### src/rtl/x25519_mult_squeeze_pkg.sv
// Shared X25519 register-file types: bignum layout, limb geometry and squeeze FSM states.
package Curve25519Registers;
  localparam int NLIMBS     = 32;
  localparam int WORD_W     = 32;
  localparam int LIMB_W     = 8;
  localparam int TOP_LIMB_W = 7;
  localparam int FOLD       = 19;
  localparam int ACC_W      = 40;

  typedef struct packed {
    logic [NLIMBS-1:0][WORD_W-1:0] blocks;
  } bignum_t;

  typedef enum logic [2:0] {
    SQZ_IDLE,
    SQZ_COLLECT,
    SQZ_SQ1,
    SQZ_SQ1_TOP,
    SQZ_SQ2,
    SQZ_SQ2_TOP
  } sqz_state_e;
endpackage

### src/rtl/x25519_mult_squeeze_step.sv
// One carry-squeeze limb step; on the top limb the overflow above bit 255 is folded by 19.
module x25519_squeeze_step
  import Curve25519Registers::*;
(
  input  logic [ACC_W-1:0]  i_u,
  input  logic [WORD_W-1:0] i_limb,
  input  logic              i_top,
  output logic [WORD_W-1:0] o_limb,
  output logic [ACC_W-1:0]  o_u
);
  logic [ACC_W-1:0] w_sum;
  logic [ACC_W-1:0] w_hi;

  assign w_sum = i_u + ACC_W'(i_limb);
  assign w_hi  = w_sum >> TOP_LIMB_W;

  always_comb begin
    if (i_top) begin
      o_limb = WORD_W'(w_sum[TOP_LIMB_W-1:0]);
      o_u    = ACC_W'(FOLD) * w_hi;
    end else begin
      o_limb = WORD_W'(w_sum[LIMB_W-1:0]);
      o_u    = w_sum >> LIMB_W;
    end
  end
endmodule

### src/rtl/x25519_mult_squeeze.sv
// Collects 32 product words, runs a two-round 8-bit-limb carry squeeze and emits a bignum.
// Optional sticky err on dropped words: define X25519_SQUEEZE_ERR_EN.
module x25519_mult_squeeze
  import Curve25519Registers::*;
(
  input  logic              clk,
  input  logic              rst,
  input  logic              din_valid,
  input  logic [WORD_W-1:0] din,
  output logic              busy,
  output logic              out_valid,
  output bignum_t           out
`ifdef X25519_SQUEEZE_ERR_EN
  ,
  output logic              err
`endif
);
  sqz_state_e                    r_state, w_next;
  logic [4:0]                    r_cnt;
  logic [ACC_W-1:0]              r_u;
  logic [NLIMBS-1:0][WORD_W-1:0] r_buf;
  logic [NLIMBS-1:0][WORD_W-1:0] w_final;
  logic                          w_top, w_sq, w_capture;
  logic [4:0]                    w_idx;
  logic [WORD_W-1:0]             w_limb;
  logic [ACC_W-1:0]              w_u;

  // Single step instance serves both rounds; r_cnt is 31 on the top cycles.
  x25519_squeeze_step u_step (
    .i_u    (r_u),
    .i_limb (r_buf[r_cnt]),
    .i_top  (w_top),
    .o_limb (w_limb),
    .o_u    (w_u)
  );

  always_comb begin
    w_next    = r_state;
    w_top     = 1'b0;
    w_sq      = 1'b0;
    w_capture = 1'b0;
    w_idx     = r_cnt;
    busy      = (r_state != SQZ_IDLE);
    case (r_state)
      SQZ_IDLE: begin
        w_idx     = 5'd0;
        w_capture = din_valid;
        if (din_valid) w_next = SQZ_COLLECT;
      end
      SQZ_COLLECT: begin
        w_capture = din_valid;
        if (din_valid && r_cnt == 5'd31) w_next = SQZ_SQ1;
      end
      SQZ_SQ1: begin
        w_sq = 1'b1;
        if (r_cnt == 5'd30) w_next = SQZ_SQ1_TOP;
      end
      SQZ_SQ1_TOP: begin
        w_sq   = 1'b1;
        w_top  = 1'b1;
        w_next = SQZ_SQ2;
      end
      SQZ_SQ2: begin
        w_sq = 1'b1;
        if (r_cnt == 5'd30) w_next = SQZ_SQ2_TOP;
      end
      SQZ_SQ2_TOP: begin
        w_sq   = 1'b1;
        w_top  = 1'b1;
        w_next = SQZ_IDLE;
      end
      default: w_next = SQZ_IDLE;
    endcase
  end

  always_comb begin
    w_final             = r_buf;
    w_final[NLIMBS-1]   = w_limb;
  end

  always_ff @(posedge clk) begin
    if (rst) begin
      r_state   <= SQZ_IDLE;
      r_cnt     <= 5'd0;
      r_u       <= '0;
      r_buf     <= '0;
      out       <= '0;
      out_valid <= 1'b0;
    end else begin
      r_state   <= w_next;
      out_valid <= 1'b0;
      if (w_capture) begin
        // cnt wraps 31 -> 0, which is exactly the j=0 start of the first round.
        r_buf[w_idx] <= din;
        r_cnt        <= w_idx + 5'd1;
        r_u          <= '0;
      end else if (w_sq) begin
        r_buf[r_cnt] <= w_limb;
        r_u          <= w_u;
        r_cnt        <= w_top ? 5'd0 : r_cnt + 5'd1;
        if (r_state == SQZ_SQ2_TOP) begin
          out.blocks <= w_final;
          out_valid  <= 1'b1;
        end
      end
    end
  end

`ifdef X25519_SQUEEZE_ERR_EN
  always_ff @(posedge clk) begin
    if (rst)                    err <= 1'b0;
    else if (w_sq && din_valid) err <= 1'b1;
  end
`endif
endmodule

### config.mk
export PLATFORM = sky130hd
export DESIGN_NAME = x25519_mult_squeeze
export DESIGN_NICKNAME = d
export VERILOG_FILES = /design/src/rtl/x25519_mult_squeeze_pkg.sv /design/src/rtl/x25519_mult_squeeze_step.sv /design/src/rtl/x25519_mult_squeeze.sv
export SDC_FILE = /design/constraint.sdc
export NUM_CORES = 2
export LEC_CHECK = 0
export CAP_MARGIN = 20
export CORE_MARGIN = 10
export CORE_UTILIZATION = 50
export DETAILED_ROUTE_END_ITERATION = 8
export PLACE_DENSITY_LB_ADDON = 0.08
export SLEW_MARGIN = 20
export SYNTH_ARGS = -nofsm -noshare
export SYNTH_HDL_FRONTEND = slang
export SYNTH_HIERARCHICAL = 1
export SYNTH_SLANG_ARGS = --single-unit
### constraint.sdc
create_clock -name clk -period 10.1 [get_ports clk]
set_input_delay 1.01 -clock clk [delete_from_list [all_inputs] [get_ports clk]]
set_output_delay 1.01 -clock clk [all_outputs]
set_load 0.005 [all_outputs]
==> flow_results.org <==
** Timing
- Setup TNS after final layout :: 0 ns
- Headroom to the max-slew limit came out at 0.139.
- Final clock period utilization by the worst path :: 0.907
- For the pin with the worst max-slew slack, the measured transition is 1.29 ns.
- # setup viols final :: 0
- Total count of max-transition violations in the final report :: 0
- The smallest clock period supported by the final layout is computed as 9.16 ns.
- Unrepaired setup endpoints after global routing :: false
- Fmax :: 109 MHz
- Largest clock skew in the final design :: 0.0383 ns
- Final hold violation count :: 0

** Global routing
- Number of antenna violations at the first check in global routing :: 14
- Summed over all layers, the global routing overflow is 0.
- Met2 usage in global routing :: 0.646
- Grt met1 use :: 0.472
- Entering global routing, the biggest net connects 209 pins.
- Global Route met3 Usage :: 0.0925
- Via count of the first global-routing pass :: 72000
- The first global-routing pass estimated 547000 µm of wire.
- Overall track demand over capacity in global routing :: 0.412
- Peak-usage layer in the global routing report :: met2

** Clock network
- After clock tree synthesis, the setup repair step added 0 buffers.
- Gates resized during post-CTS repair numbered 0.
- Clk slew on worst S/H paths :: 0.06 ns
- Clock tree from TritonCTS :: yes
- H-tree lvl count :: 4
- Inserted Clock Buffers :: 211
- Hold bufs inserted after CTS :: 0
- For this design, the sink count on the clock tree is 2097.
- Root buffer cell :: sky130_fd_sc_hd__clkbuf_16
- Worst-case clock buffer depth :: 3
- Clock network latency to the later pin of the worst-skew pair :: 0.89 ns

** Worst setup path
- The largest single stage delay on the critical path is 1.05 ns.
- The critical path ends at r_u[30].
- Biggest fanout along the worst timing path :: 84
- Endpoint of the worst register-to-register path :: r_u[30]
- For the worst setup path, the data arrival time is 9.88 ns.
- The startpoint identified for the worst register-to-register timing path is r_cnt[1].
- The worst setup path is of the reg -> reg kind.
- The number of cells on the worst reg-to-reg path is 31.
- Cell with the largest stage delay on the worst path :: sky130_fd_sc_hd__dfxtp_4
- Startpoint class of the critical path :: flip-flop
- Across all register-to-register paths, the minimum setup slack is 0.94 ns.
- Setup crit end kind :: flip-flop
- STA puts the critical path data required time at 10.81 ns.
- Worst setup startpoint :: r_cnt[1]

** Routing
- Before antenna repair, the detailed router went through 8 iterations.
- Average wire per cell in the routed design :: 33.8 µm
- Dividing the detail-routed via count by the number of cells gives 6.54.
- The detail route stage leaves a number of antenna-violating nets equal to 0.
- Iteration-0 DRC count of the detailed router :: 10200
- The final route contains 76100 vias.
- Post-detailed-route DRC marker count :: 0
- The final layout contains routed wiring with a total length of 394000 µm.

** Logic synthesis
- The synthesized netlist contains 95 unique library cells.
- Post-synthesis instance area :: 82800 µm²
- In the synthesized netlist the async set-or-reset flop fraction comes to 0.
- Counting flops with a built-in enable in the synthesized netlist gives 0.
- The largest total area in the synthesized netlist belongs to sky130_fd_sc_hd__dfxtp_1.
- Of the post-synthesis cell area, the dominant cell type holds 0.507.
- Yosys instantiated no cell more often than sky130_fd_sc_hd__nand2_1.
- Post-Synthesis Mean Instance Area :: 9.67 µm²
- Mapped Cells :: 8565
- Most frequent cells after synthesis :: 2196 x sky130_fd_sc_hd__nand2_1, 2097 x sky130_fd_sc_hd__dfxtp_1, 1154 x sky130_fd_sc_hd__a21oi_1, 1015 x sky130_fd_sc_hd__a22o_1, 487 x sky130_fd_sc_hd__clkbuf_1
- Share of the yosys chip area belonging to registers :: 0.507
- Main flop type after synthesis :: sky130_fd_sc_hd__dfxtp_1
- Largest cells by area after synthesis :: sky130_fd_sc_hd__dfxtp_1 51%, sky130_fd_sc_hd__a22o_1 11%, sky130_fd_sc_hd__nand2_1 10%, sky130_fd_sc_hd__a21oi_1 7.0%, sky130_fd_sc_hd__mux4_2 7.0%
- After synthesis the netlist holds a flip-flop and latch count of 2097.
- Yosys printed 6 warnings.

** Floorplanning
- 1061 I/O pins were placed.
- Core area :: 165000 µm²
- Count of standard-cell rows :: 149
- Floorplan die height :: 427 µm
- Initial core utilization :: 0.502
- In this run the horizontal extent of the chip is 427 µm.
- DIE AREA :: 182000 µm²

** Layout
- Utilization after layout :: 0.621
- Post-Layout Cell Count :: 11600
- Share of layout cells above drive strength 1 :: 0.0972
- Area grow syn2layout :: 23.5%
- Count of fill cells added during filler insertion :: 13900
- Number of nets in the layout :: 9430

** Placed design
- Placed Cells :: 11200
- Count of input and output buffers :: 1060
- Routability-driven placement finished with a final weighted congestion of 0.987.
- DP Wirelength :: 283000 µm

** Run status
- Status :: finished, final reports clean

** Run
- The tool flagged a number of max-cap violations equal to 0.

** Pwr
- The completed layout was analyzed and its total power is 0.0175 W.
- Power Density :: 171 nW/µm²
- IR analysis of the VDD net gives a maximum drop of 0.000201 V.
- Summed over all cells, the static leakage comes to 35.5 nW.

** Worst hold path
- In this run the worst hold path is classified as reg -> reg.
==> final cells by class <==
cell class | instances | area (µm²) | area share
repair buffers | 1207 | 12100 | 0.118
flip-flops and latches | 2097 | 42000 | 0.410
clock inverters | 67 | 714 | 0.00698
diodes | 12 | 30.0 | 0.000294
multi-input cells | 5646 | 38000 | 0.372
well taps | 2189 | 2740 | 0.0268
clock buffers | 321 | 6340 | 0.0620
inverters | 95 | 357 | 0.00349
==> per-stage QoR <==
step	cell area [µm²]	setup WS (ns)	hold WS, ns
3_3_place_gp	94900	1.35	0.443
4_1_cts	102000	1.20	0.454
3_5_place_dp	95100	1.23	0.446
5_1_grt	102000	0.377	0.466
6_report	102000	0.936	0.450
2_1_floorplan	82900	2.79	0.431
==> sequential cells by signal, summed over array words and instances, names as in the netlist <==
signal	cells
r_cnt	5
r_buf	1024
out_valid	1
out	1024
r_state	3
r_u	40
==> worst min path at each step <==
stage	start	endpoint	slack (ns)	cells after the start
3_5_place_dp	out[502]	out[502]	0.45	2
6_report	out[312]	out[312]	0.45	2
2_1_floorplan	r_u[32]	r_u[32]	0.43	2
4_1_cts	out[862]	out[862]	0.45	2
5_1_grt	out[862]	out[862]	0.47	2
3_3_place_gp	out[51]	out[51]	0.44	2
==> per-layer routing <==
layer | vias up | share of wire
met5 | - | 0.000018
met4 | 2 | 0.11
li1 | 32000 | -
met3 | 1438 | 0.093
met1 | 37500 | 0.35
met2 | 5139 | 0.45
==> placed cells by master (no fill, tap or decap), types with 14 or more instances in the layout <==
master                            synthesis  layout
sky130_fd_sc_hd__nand4_1                 43      43
sky130_fd_sc_hd__clkbuf_8                 0      54
sky130_fd_sc_hd__a22o_1                1015    1015
sky130_fd_sc_hd__buf_4                   31     124
sky130_fd_sc_hd__o21bai_1                14      14
sky130_fd_sc_hd__mux4_2                 256     256
sky130_fd_sc_hd__a32o_1                  97      97
sky130_fd_sc_hd__clkdlybuf4s50_1          0    1058
sky130_fd_sc_hd__a22oi_1                161     160
sky130_fd_sc_hd__fa_1                    30      30
sky130_fd_sc_hd__o21ai_0                 40      40
sky130_fd_sc_hd__dfxtp_1               2097    2095
sky130_fd_sc_hd__xor2_1                  28      27
sky130_fd_sc_hd__mux2_2                  15      15
sky130_fd_sc_hd__ha_1                   107     107
sky130_fd_sc_hd__a221oi_2                31      31
sky130_fd_sc_hd__clkinv_2                 0      40
sky130_fd_sc_hd__xnor2_1                 43      43
sky130_fd_sc_hd__nor2_4                   0      30
sky130_fd_sc_hd__buf_12                   0      14
sky130_fd_sc_hd__conb_1                   1      26
sky130_fd_sc_hd__nand2_1               2196    2194
sky130_fd_sc_hd__a21oi_1               1154    1138
sky130_fd_sc_hd__a21oi_4                  1      32
sky130_fd_sc_hd__a211oi_1                16      16
sky130_fd_sc_hd__nor3_1                  18      17
sky130_fd_sc_hd__clkbuf_1               487      51
sky130_fd_sc_hd__clkbuf_16                0     216
sky130_fd_sc_hd__nor2_1                 114      83
sky130_fd_sc_hd__inv_1                   95      95
sky130_fd_sc_hd__a21o_1                  20      19
sky130_fd_sc_hd__nand3_1                 23      23
==> cell families after synthesis <==
| family | count (synthesis) | share of synthesized area |
|---|---|---|
| flops | 2097 | 0.507 |
| fa+ha+maj | 137 | 0.0234 |
| compound gates | 2669 | 0.230 |
| buf+inv | 847 | 0.0430 |
| mux | 274 | 0.0720 |
| simple gates | 2467 | 0.117 |
| xor+xnor | 73 | 0.00790 |
| other cells | 1 | 0.0000453 |
==> power by group <==
part	switching [W]	internal (W)
sequential	0.0000363	0.00829
combinational	0.000790	0.000305
clock	0.00343	0.00464
total	0.00425	0.0132
==> critical path, delay by kind of cell (launching register included) <==
| family | cells | cell delay, ns |
|---|---|---|
| buf+inv | 4 | 0.91 |
| fa+ha+maj | 4 | 1.56 |
| compound gates | 13 | 3.72 |
| xor+xnor | 2 | 0.34 |
| mux | 1 | 0.38 |
| flops | 1 | 1.05 |
| simple gates | 7 | 0.96 |
(Power assumes the default switching activity.)
